`config.mk`:
```
export PLATFORM = sky130hd
export DESIGN_NAME = rv_ctrl
export DESIGN_NICKNAME = d
export VERILOG_FILES = /design/src/rtl/rv_ctrl_pkg.sv /design/src/rtl/rv_alu_dec.sv /design/src/rtl/rv_ctrl.sv
export SDC_FILE = /design/constraint.sdc
export NUM_CORES = 1
export LEC_CHECK = 0
export BUFFER_PORTS_ARGS = -buffer_cell sky130_fd_sc_hd__buf_2
export CORE_ASPECT_RATIO = 0.6
export CORE_MARGIN = 2
export CORE_UTILIZATION = 50
export CTS_BUF_LIST = sky130_fd_sc_hd__clkbuf_4
export CTS_CLUSTER_DIAMETER = 150
export DETAILED_ROUTE_END_ITERATION = 12
export PLACE_DENSITY_LB_ADDON = 0.05
export SLEW_MARGIN = 20
export SYNTH_ARGS = -nofsm -noshare
export SYNTH_HDL_FRONTEND = slang
export SYNTH_HIERARCHICAL = 1
export SYNTH_SLANG_ARGS = --single-unit
```
`constraint.sdc`:
```
create_clock -name clk -period 3.4 [get_ports clk]
set_input_delay 0.17 -clock clk [delete_from_list [all_inputs] [get_ports clk]]
set_output_delay 0.17 -clock clk [all_outputs]
set_load 0.02 [all_outputs]
```
`src/rtl/rv_ctrl_pkg.sv`:
```
// Shared encodings for the RV32I multicycle controller: datapath selects,
// ALU operations, opcodes and the controller state type.
package rv_ctrl_pkg;

    localparam logic       PC_PLUS4  = 1'b0;
    localparam logic       PC_ALU    = 1'b1;

    localparam logic [1:0] WB_MDR    = 2'd0;
    localparam logic [1:0] WB_ALUOUT = 2'd1;
    localparam logic [1:0] WB_PC     = 2'd2;

    localparam logic [1:0] IMM_J     = 2'd0;
    localparam logic [1:0] IMM_B     = 2'd1;
    localparam logic [1:0] IMM_S     = 2'd2;
    localparam logic [1:0] IMM_L     = 2'd3;

    localparam logic       ALUA_REG  = 1'b0;
    localparam logic       ALUA_PC   = 1'b1;
    localparam logic       ALUB_REG  = 1'b0;
    localparam logic       ALUB_IMM  = 1'b1;

    localparam logic [3:0] ALU_ADD   = 4'd0;
    localparam logic [3:0] ALU_SUB   = 4'd1;
    localparam logic [3:0] ALU_SLL   = 4'd2;
    localparam logic [3:0] ALU_SLT   = 4'd3;
    localparam logic [3:0] ALU_SLTU  = 4'd4;
    localparam logic [3:0] ALU_XOR   = 4'd5;
    localparam logic [3:0] ALU_SRL   = 4'd6;
    localparam logic [3:0] ALU_SRA   = 4'd7;
    localparam logic [3:0] ALU_OR    = 4'd8;
    localparam logic [3:0] ALU_AND   = 4'd9;

    localparam logic [6:0] OP_RTYPE  = 7'b0110011;
    localparam logic [6:0] OP_ITYPE  = 7'b0010011;
    localparam logic [6:0] OP_LOAD   = 7'b0000011;
    localparam logic [6:0] OP_STORE  = 7'b0100011;
    localparam logic [6:0] OP_BRANCH = 7'b1100011;
    localparam logic [6:0] OP_JAL    = 7'b1101111;

    typedef enum logic [3:0] {
        S_FETCH,
        S_DECODE,
        S_EXEC_R,
        S_EXEC_I,
        S_WB_ALU,
        S_MEM_ADDR,
        S_MEM_RD,
        S_WB_MEM,
        S_MEM_WR,
        S_BRANCH,
        S_JAL,
        S_TRAP
    } state_e;

endpackage

```
`src/rtl/rv_alu_dec.sv`:
```
// ALU operation decode from funct3 and instr[30]; instr[30] selects SUB only
// for R-type, while it selects SRA for both R-type and immediate shifts.
module rv_alu_dec
    import rv_ctrl_pkg::*;
(
    input  logic [2:0] funct3_i,
    input  logic       bit30_i,
    input  logic       is_rtype_i,
    output logic [3:0] alusel_o
);

    always_comb begin
        unique case (funct3_i)
            3'b000:  alusel_o = (is_rtype_i && bit30_i) ? ALU_SUB : ALU_ADD;
            3'b001:  alusel_o = ALU_SLL;
            3'b010:  alusel_o = ALU_SLT;
            3'b011:  alusel_o = ALU_SLTU;
            3'b100:  alusel_o = ALU_XOR;
            3'b101:  alusel_o = bit30_i ? ALU_SRA : ALU_SRL;
            3'b110:  alusel_o = ALU_OR;
            default: alusel_o = ALU_AND;
        endcase
    end

endmodule

```
`src/rtl/rv_ctrl.sv`:
```
// Multicycle RV32I control FSM: Moore-decodes every datapath select/enable
// from the current state and IR, traps on unsupported opcodes, counts retirements.
module rv_ctrl
    import rv_ctrl_pkg::*;
#(
    parameter int DPWIDTH = 32
) (
    input  logic               clk,
    input  logic               rst,
    input  logic [DPWIDTH-1:0] instr,
    input  logic               zero,
    output logic               pcsourse,
    output logic               pcwrite,
    output logic               pccen,
    output logic               irwrite,
    output logic [1:0]         wbsel,
    output logic               regwen,
    output logic [1:0]         immsel,
    output logic               asel,
    output logic               bsel,
    output logic [3:0]         alusel,
    output logic               mdrwrite,
    output logic               minussel,
    output logic               dmem_wen,
    output logic               halted,
    output logic [DPWIDTH-1:0] instret
);

    state_e             state_q;
    logic [DPWIDTH-1:0] instret_q;
    logic [6:0]         opcode;
    logic [2:0]         funct3;
    logic [3:0]         dec_alusel;
    logic               retire;
    logic               unused_instr;

    assign opcode       = instr[6:0];
    assign funct3       = instr[14:12];
    assign unused_instr = &{1'b0, instr[DPWIDTH-1:31], instr[29:15], instr[11:7]};
    assign retire       = state_q inside {S_WB_ALU, S_WB_MEM, S_MEM_WR, S_BRANCH, S_JAL};
    assign instret      = instret_q;

    rv_alu_dec u_alu_dec (
        .funct3_i   (funct3),
        .bit30_i    (instr[30]),
        .is_rtype_i (opcode == OP_RTYPE),
        .alusel_o   (dec_alusel)
    );

    // NOTE: state is updated with non-blocking assignments so every register
    // samples the pre-edge values, independent of statement order.
    always_ff @(posedge clk or posedge rst) begin
        if (rst) begin
            state_q   <= S_FETCH;
            instret_q <= '0;
        end else begin
            if (retire)
                instret_q <= instret_q + DPWIDTH'(1);
            case (state_q)
                S_FETCH:  state_q <= S_DECODE;
                S_DECODE: begin
                    case (opcode)
                        OP_RTYPE:  state_q <= S_EXEC_R;
                        OP_ITYPE:  state_q <= S_EXEC_I;
                        OP_LOAD:   state_q <= (funct3 == 3'b010) ? S_MEM_ADDR : S_TRAP;
                        OP_STORE:  state_q <= (funct3[2:1] == 2'b01) ? S_MEM_ADDR : S_TRAP;
                        OP_BRANCH: state_q <= (funct3[2:1] == 2'b00) ? S_BRANCH : S_TRAP;
                        OP_JAL:    state_q <= S_JAL;
                        default:   state_q <= S_TRAP;
                    endcase
                end
                S_EXEC_R, S_EXEC_I: state_q <= S_WB_ALU;
                S_MEM_ADDR: state_q <= (opcode == OP_LOAD) ? S_MEM_RD : S_MEM_WR;
                S_MEM_RD:   state_q <= S_WB_MEM;
                S_TRAP:     state_q <= S_TRAP;
                default:    state_q <= S_FETCH;
            endcase
        end
    end

    // NOTE: every output gets a default before the case so no latch is inferred.
    always_comb begin
        pcsourse = PC_PLUS4;
        pcwrite  = 1'b0;
        pccen    = 1'b0;
        irwrite  = 1'b0;
        wbsel    = WB_MDR;
        regwen   = 1'b0;
        immsel   = IMM_J;
        asel     = ALUA_REG;
        bsel     = ALUB_REG;
        alusel   = ALU_ADD;
        mdrwrite = 1'b0;
        minussel = 1'b0;
        dmem_wen = 1'b0;
        halted   = 1'b0;
        case (state_q)
            S_FETCH: begin
                irwrite = 1'b1;
                pccen   = 1'b1;
                pcwrite = 1'b1;
            end
            // Branch/jump target is formed here and held in the ALU output register.
            S_DECODE: begin
                asel   = ALUA_PC;
                bsel   = ALUB_IMM;
                immsel = (opcode == OP_JAL) ? IMM_J : IMM_B;
            end
            S_EXEC_R: alusel = dec_alusel;
            S_EXEC_I: begin
                bsel   = ALUB_IMM;
                immsel = IMM_L;
                alusel = dec_alusel;
            end
            S_WB_ALU: begin
                regwen = 1'b1;
                wbsel  = WB_ALUOUT;
            end
            S_MEM_ADDR: begin
                bsel   = ALUB_IMM;
                immsel = (opcode == OP_LOAD) ? IMM_L : IMM_S;
            end
            S_MEM_RD: mdrwrite = 1'b1;
            S_WB_MEM: regwen = 1'b1;
            S_MEM_WR: begin
                dmem_wen = 1'b1;
                minussel = instr[12];
            end
            S_BRANCH: begin
                alusel = ALU_SUB;
                if (funct3[0] ? !zero : zero) begin
                    pcwrite  = 1'b1;
                    pcsourse = PC_ALU;
                end
            end
            S_JAL: begin
                regwen   = 1'b1;
                wbsel    = WB_PC;
                pcwrite  = 1'b1;
                pcsourse = PC_ALU;
            end
            S_TRAP:  halted = 1'b1;
            default: ;
        endcase
    end

endmodule
```
== Word level (Yosys, flattened, before mapping) ==
Index checks and enable logic that the tools add are counted.
Storage, ports and cells
  bits in registers: 36
  bits in latches: 0
  memory bits (writable): 0
  memory bits (read-only): 0
  input bits: 35
  output and inout bits: 51
  memories: 0
Cells by class
  add/sub/neg operators: 1
  multipliers: 0
  divide/modulo/power cells: 0
  $lt $le $gt $ge: 0
  equal/unequal tests: 24
  shift-type cells: 0
  multiplexer cells: 26
  bitwise gates (word level): 0
  reductions and logical operators: 10
Operators with widths (count)
  one-hot mux 4 bit (6 select lines): 2
  adder 32 x 1 -> 32 bit, second input constant: 1
  one-hot mux 4 bit (7 select lines): 1
  == test 4 x 3 -> 1 bit, second input constant: 4
  == test 4 bit, second input constant: 4
  == test 7 x 6 -> 1 bit, second input constant: 2
  == test 7 bit, second input constant: 2
  2-to-1 mux 1 bit: 14
  2-to-1 mux 4 bit: 3
  == test 3 bit, second input constant: 3
  == test 4 x 2 -> 1 bit, second input constant: 2
  one-hot mux 4 bit (2 select lines): 1
  == test 7 x 2 -> 1 bit, second input constant: 1
  == test 7 x 5 -> 1 bit, second input constant: 1
  == test 3 x 2 -> 1 bit, second input constant: 2
  one-hot mux 2 bit (3 select lines): 1
  OR reduction 3 bit: 2
  nonzero test 5 bit: 1
  == test 4 x 1 -> 1 bit, second input constant: 1
  logical NOT 4 bit: 1
  one-hot mux 1 bit (2 select lines): 2
  one-hot mux 2 bit (2 select lines): 1
  OR reduction 2 bit: 2
  == test 3 x 1 -> 1 bit, second input constant: 1
  6 further kinds: 6

== Logic depth before layout (Yosys ltp) ==
  depth after elaboration: 5
  gate-level depth with buffers: 7
  mapped depth without buffers: 7

== Hierarchy ==
The synthesis kept the hierarchy.
Modules (own cells, without submodules)
  rv_ctrl: times used 1, cells an instance 218, area an instance 2098.3 µm², sequential area each 900.9 µm²
  rv_alu_dec: times used 1, cells an instance 9, area an instance 63.8 µm², sequential area each 0.0 µm²

== Worst setup path after synthesis ==
No wires, ideal clock.
  path kind: register to register
  start point: register state_q[1]
  end point: register instret_q[25] (netlist: instret[25])
  library setup time: 0.132 ns
  arrival: 1.875 ns
  data required time: 3.268 ns
  slack: 1.393 ns
  cell stages (with the launch flop): 8
  clock period less this slack: 2.007 ns
  cells stage by stage: dfrtp_1 buf_2 nor4b_2 or4_1 buf_2 buf_4 nand3_1 xnor2_1
Between the ends
  word-level cells in the longest chain between the ends: 2
  elaborated cells between the ends (all ways): 6
  those cells by class: eq/ne: 5; reduce/logical: 1
Ends and longest elaborated chain
  start, declared: line rv_ctrl.sv:29  | state_e state_q;
  start signal, assigned: line rv_ctrl.sv:65  | OP_LOAD: state_q <= (funct3 == 3'b010) ? S_MEM_ADDR : S_TRAP;
  start signal, assigned: line rv_ctrl.sv:66  | OP_STORE: state_q <= (funct3[2:1] == 2'b01) ? S_MEM_ADDR : S_TRAP;
  start signal, assigned: line rv_ctrl.sv:67  | OP_BRANCH: state_q <= (funct3[2:1] == 2'b00) ? S_BRANCH : S_TRAP;
  == test 4 x 3 -> 1 bit / == test 4 bit (equally long branches): line rv_ctrl.sv:40  | assign retire = state_q inside {S_WB_ALU, S_WB_MEM, S_MEM_WR, S_BRANCH, S_JAL};
  nonzero test 5 bit *: line rv_ctrl.sv:40
  end signal, assigned: line rv_ctrl.sv:58  | instret_q <= instret_q + DPWIDTH'(1);
  end, declared: line rv_ctrl.sv:30  | logic [DPWIDTH-1:0] instret_q;
Mark *: on every way between the ends. The rest lies on a longest branch, timed or not.
A chain may end at the register's enable or synchronous reset.

== Worst setup path in the final report ==
  start point: register state_q[1]
  end point: register instret_q[1] (netlist: instret[1])
Same word-level chain as after synthesis.

==> results.sh <==
export IMPL_status="complete, no violations"
export IMPL_htree_levels=2
export IMPL_antenna_left=0
export IMPL_drt_pass1_iterations=4
export IMPL_tcrit_tclk_final_pct=76.0
export IMPL_drt_iter0_drc=119
export IMPL_clock_skew_ns=0.0154
export IMPL_grt_max_degree=28
export IMPL_synth_ff_latch_count=36
export IMPL_internal_power_mw=0.901
export IMPL_gr_total_overflow=0
export IMPL_worstPathCellList="nor3b_1 > or4_1 > mux2_1"
export IMPL_die_area_sq_um=4880
export IMPL_hold_class="in -> reg"
export IMPL_route_detailed_drc=0
export IMPL_crit_path_max_incr_delay_ns=0.95
export IMPL_timing_fmax_mhz=387
export IMPL_timing_critical_path_from_type="flip-flop"
export IMPL_finalHoldViolations=0
export IMPL_finalMaxSlewViolations=0
export IMPL_chipHeight_microns=54.9
export IMPL_max_cap_violations=0
export IMPL_seq_area_frac_synth_pct=41.7
export IMPL_synth_flop_cell="sky130_fd_sc_hd__dfrtp_1"
export IMPL_groute_usage_overall_pct=20.3
export IMPL_antenna_found_initial=0
export IMPL_seq_power_share_pct=38.1
export IMPL_critical_path_class="reg -> reg"
export IMPL_power_per_cell_area_nw_per_um2=630
export IMPL_wl_final_microns=4850
export IMPL_tritoncts_clock_tree="yes"
export IMPL_post_cts_resize_count=0
export IMPL_tightestPinTransition_ns=0.986
export IMPL_fin_nets=327
export IMPL_ys_async_sr_fraction_pct=100
export IMPL_wl_per_cell_microns=13.8
export IMPL_number_of_fillers_in_the_final_layout=360
export IMPL_hpwl_reported_at_the_end_of_detailed_placement_microns=3450
export IMPL_via_count_of_the_first_global_routing_pass=1527
export IMPL_timing_critical_path_required_ns=3.64
export IMPL_core_region_area_sq_um=4120
export IMPL_power_net_switching_mw=0.744
export IMPL_avgSynthCellArea_sq_um=9.52
export IMPL_wire_length_of_the_first_global_routing_pass_microns=7530
export IMPL_netlist_instances=227
export IMPL_power_mw=1.65
export IMPL_rsz_0062_raised_after_global_routing="no"
export IMPL_clkSinkCount=36
export IMPL_syn2layout_area_growth_pct=20.7
export IMPL_postCtsSetupBuffers=0
export IMPL_synthesis_yosys_warnings=6
export IMPL_slew_headroom_pct=33.7
export IMPL_syn_area_sq_um=2160
export IMPL_critPathMaxFanout=27
export IMPL_finish_utilization_pct=63.3
export IMPL_hold_slack_ns=0.304
export IMPL_cellLeakagePower_nw=1.26
export IMPL_worst_path_top_cell_family_by_delay="simple AND/OR/NAND/NOR gates"
export IMPL_num_rows=18
export IMPL_chipWidth_microns=88.9
export IMPL_setup_viol=0
export IMPL_fin_crit_ns=2.58
export IMPL_critPathSlowestCell="sky130_fd_sc_hd__or4_1"
export IMPL_critPathBufInv=0
export IMPL_power_switching_fraction_pct=45.2
export IMPL_totalNegativeSetupSlack_ns=0
export IMPL_vias=1924
export IMPL_insertion_delay_ns=0.34
export IMPL_cts_root_buffer_cell="sky130_fd_sc_hd__clkbuf_4"
export IMPL_ctsLongestPathBuffers=2
export IMPL_postCtsHoldBufs=0
export IMPL_antenna_cells_inserted=0
export IMPL_p_clk_share_pct=18.7
export IMPL_ioPinCount=86
export IMPL_clk_pin_slew_ns=0.12
export IMPL_crit_end_category="flip-flop"
export IMPL_netlist_cell_type_count=46
export IMPL_finalWeightedCongestion=0.732
export IMPL_drt_vias_per_instance=5.47
export IMPL_portBuffers=64
export IMPL_proportion_of_layout_cells_with_a_drive_suffix_above_1_pct=27.7
export IMPL_worst_ep_arrival_time_ns=2.82
export IMPL_cts_buf_count=5
export IMPL_initial_utilization_pct=52.5
export IMPL_share_of_power_burned_in_combinational_logic_pct=43.2
export IMPL_synth_enable_flop_cells=0
export IMPL_max_vdd_ir_drop_mv=0.232
export IMPL_mappedNetlistNets=263
==> placed cells by master (no fill, tap or decap), types with 2 or more instances in the layout <==
cell type                  instances
sky130_fd_sc_hd__xor2_1            5
sky130_fd_sc_hd__or4_1             2
sky130_fd_sc_hd__nor2_1           13
sky130_fd_sc_hd__nor4_2            2
sky130_fd_sc_hd__buf_4             3
sky130_fd_sc_hd__nor2b_1           5
sky130_fd_sc_hd__a21oi_1           6
sky130_fd_sc_hd__nand2b_1          6
sky130_fd_sc_hd__buf_2            64
sky130_fd_sc_hd__inv_1             3
sky130_fd_sc_hd__dfrtp_1          36
sky130_fd_sc_hd__and3_1           16
sky130_fd_sc_hd__nor4_1            2
sky130_fd_sc_hd__nand2_1          12
sky130_fd_sc_hd__mux2i_1           3
sky130_fd_sc_hd__o41ai_1           3
sky130_fd_sc_hd__nor3_1            7
sky130_fd_sc_hd__nand4_1          18
sky130_fd_sc_hd__nand3_1          14
sky130_fd_sc_hd__o21ai_0           4
sky130_fd_sc_hd__a211oi_1          2
sky130_fd_sc_hd__clkbuf_4          5
sky130_fd_sc_hd__xnor2_1          29
sky130_fd_sc_hd__nor3b_1           4
sky130_fd_sc_hd__and4_1            4
==> kinds of logic (layout without fill, tap and decap cells) <==
group	after synthesis	count (layout)	share of synthesized area, %
buf+inv	15	80	3.47
mux	5	5	2.43
flops	36	36	41.7
xor+xnor	34	34	13.8
simple gates	113	113	30.8
compound gates	23	23	7.29
fa+ha+maj	1	1	0.579
==> through the flow <==
step	setup slack (ns)	instances	cell area (sq um)
after CTS	0.829	351	2600
after detailed placement	0.839	343	2520
final	0.817	352	2610
after global placement	0.868	343	2520
after global routing	0.641	352	2610
after floorplan	1.39	227	2160
==> cell type report <==
class,count,area [sq um],area share (%)
Clock buffer,5,37.5,1.44
Clock inverter,3,42.5,1.63
Inverter,4,15.0,0.575
Multi-Input combinational cell,176,1190,45.4
Sequential cell,36,901,34.5
Tap cell,60,75.1,2.88
Timing Repair Buffer,68,353,13.5
==> power groups by stage <==
stage,clock network (mW),logic [mW],registers [mW]
floorplan,0,0.582,0.598
global placement,0,0.703,0.630
detailed placement,0,0.712,0.633
CTS,0.315,0.712,0.625
global route,0.331,0.779,0.645
finish,0.307,0.711,0.627
==> tightest hold or removal path: cells and delay by family <==
family / cells / cell delay [ns]
AND/OR/NAND/NOR: 2 / 0.13
buffers and inverters: 1 / 0.10
AO/OA/AOI/OAI: 1 / 0.22
==> metal layers <==
metal,GRT usage (%),wire length (microns),share of wire (%),vias to the layer above
li1,-,-,-,956
met5,0,0,0,-
met3,4.60,272,5.6,4
met2,27.1,1900,39,54
met1,32.4,2660,55,910
met4,5.30,24,0.49,0
==> path summary, 6_finish.rpt <==
| check | slack, ns | to | startpoint | cells past startpoint |
|---|---|---|---|---|
| max reg2reg | 0.82 | instret[1] | state_q[1] | 3 |
| min reg2reg | 0.47 | instret[31] | instret[31] | 1 |
| min | 0.30 | state_q[1] | instr[0] | 4 |
| max in group asynchronous | 2.39 | instret[30] | rst | 4 |
| min in group asynchronous | 0.45 | instret[28] | rst | 3 |
| max | 0.82 | instret[1] | state_q[1] | 3 |
==> state kept, by name, indices dropped and copies added, names as in the netlist <==
signal / count
state_q: 4
instret: 32
==> cells in the mapped netlist, types with 2 or more instances <==
| library cell | n | area share [%] |
|---|---|---|
| sky130_fd_sc_hd__a211oi_1 | 2 | 0.69 |
| sky130_fd_sc_hd__a21oi_1 | 6 | 1.4 |
| sky130_fd_sc_hd__and3_1 | 16 | 4.6 |
| sky130_fd_sc_hd__and4_1 | 4 | 1.6 |
| sky130_fd_sc_hd__buf_1 | 2 | 0.35 |
| sky130_fd_sc_hd__buf_2 | 3 | 0.69 |
| sky130_fd_sc_hd__buf_4 | 2 | 0.69 |
| sky130_fd_sc_hd__clkbuf_1 | 3 | 0.52 |
| sky130_fd_sc_hd__dfrtp_1 | 36 | 42 |
| sky130_fd_sc_hd__inv_1 | 4 | 0.69 |
| sky130_fd_sc_hd__mux2i_1 | 3 | 1.4 |
| sky130_fd_sc_hd__nand2_1 | 12 | 2.1 |
| sky130_fd_sc_hd__nand2b_1 | 6 | 1.7 |
| sky130_fd_sc_hd__nand3_1 | 14 | 3.2 |
| sky130_fd_sc_hd__nand4_1 | 18 | 5.2 |
| sky130_fd_sc_hd__nor2_1 | 13 | 2.3 |
| sky130_fd_sc_hd__nor2b_1 | 5 | 1.4 |
| sky130_fd_sc_hd__nor3_1 | 7 | 1.6 |
| sky130_fd_sc_hd__nor3b_1 | 4 | 1.4 |
| sky130_fd_sc_hd__nor4_1 | 2 | 0.58 |
| sky130_fd_sc_hd__nor4_2 | 2 | 1.2 |
| sky130_fd_sc_hd__o21ai_0 | 4 | 0.93 |
| sky130_fd_sc_hd__o41ai_1 | 3 | 1.2 |
| sky130_fd_sc_hd__or4_1 | 2 | 0.69 |
| sky130_fd_sc_hd__xnor2_1 | 29 | 12 |
| sky130_fd_sc_hd__xor2_1 | 5 | 2.0 |
No activity file was read; power rests on OpenSTA's default activity.
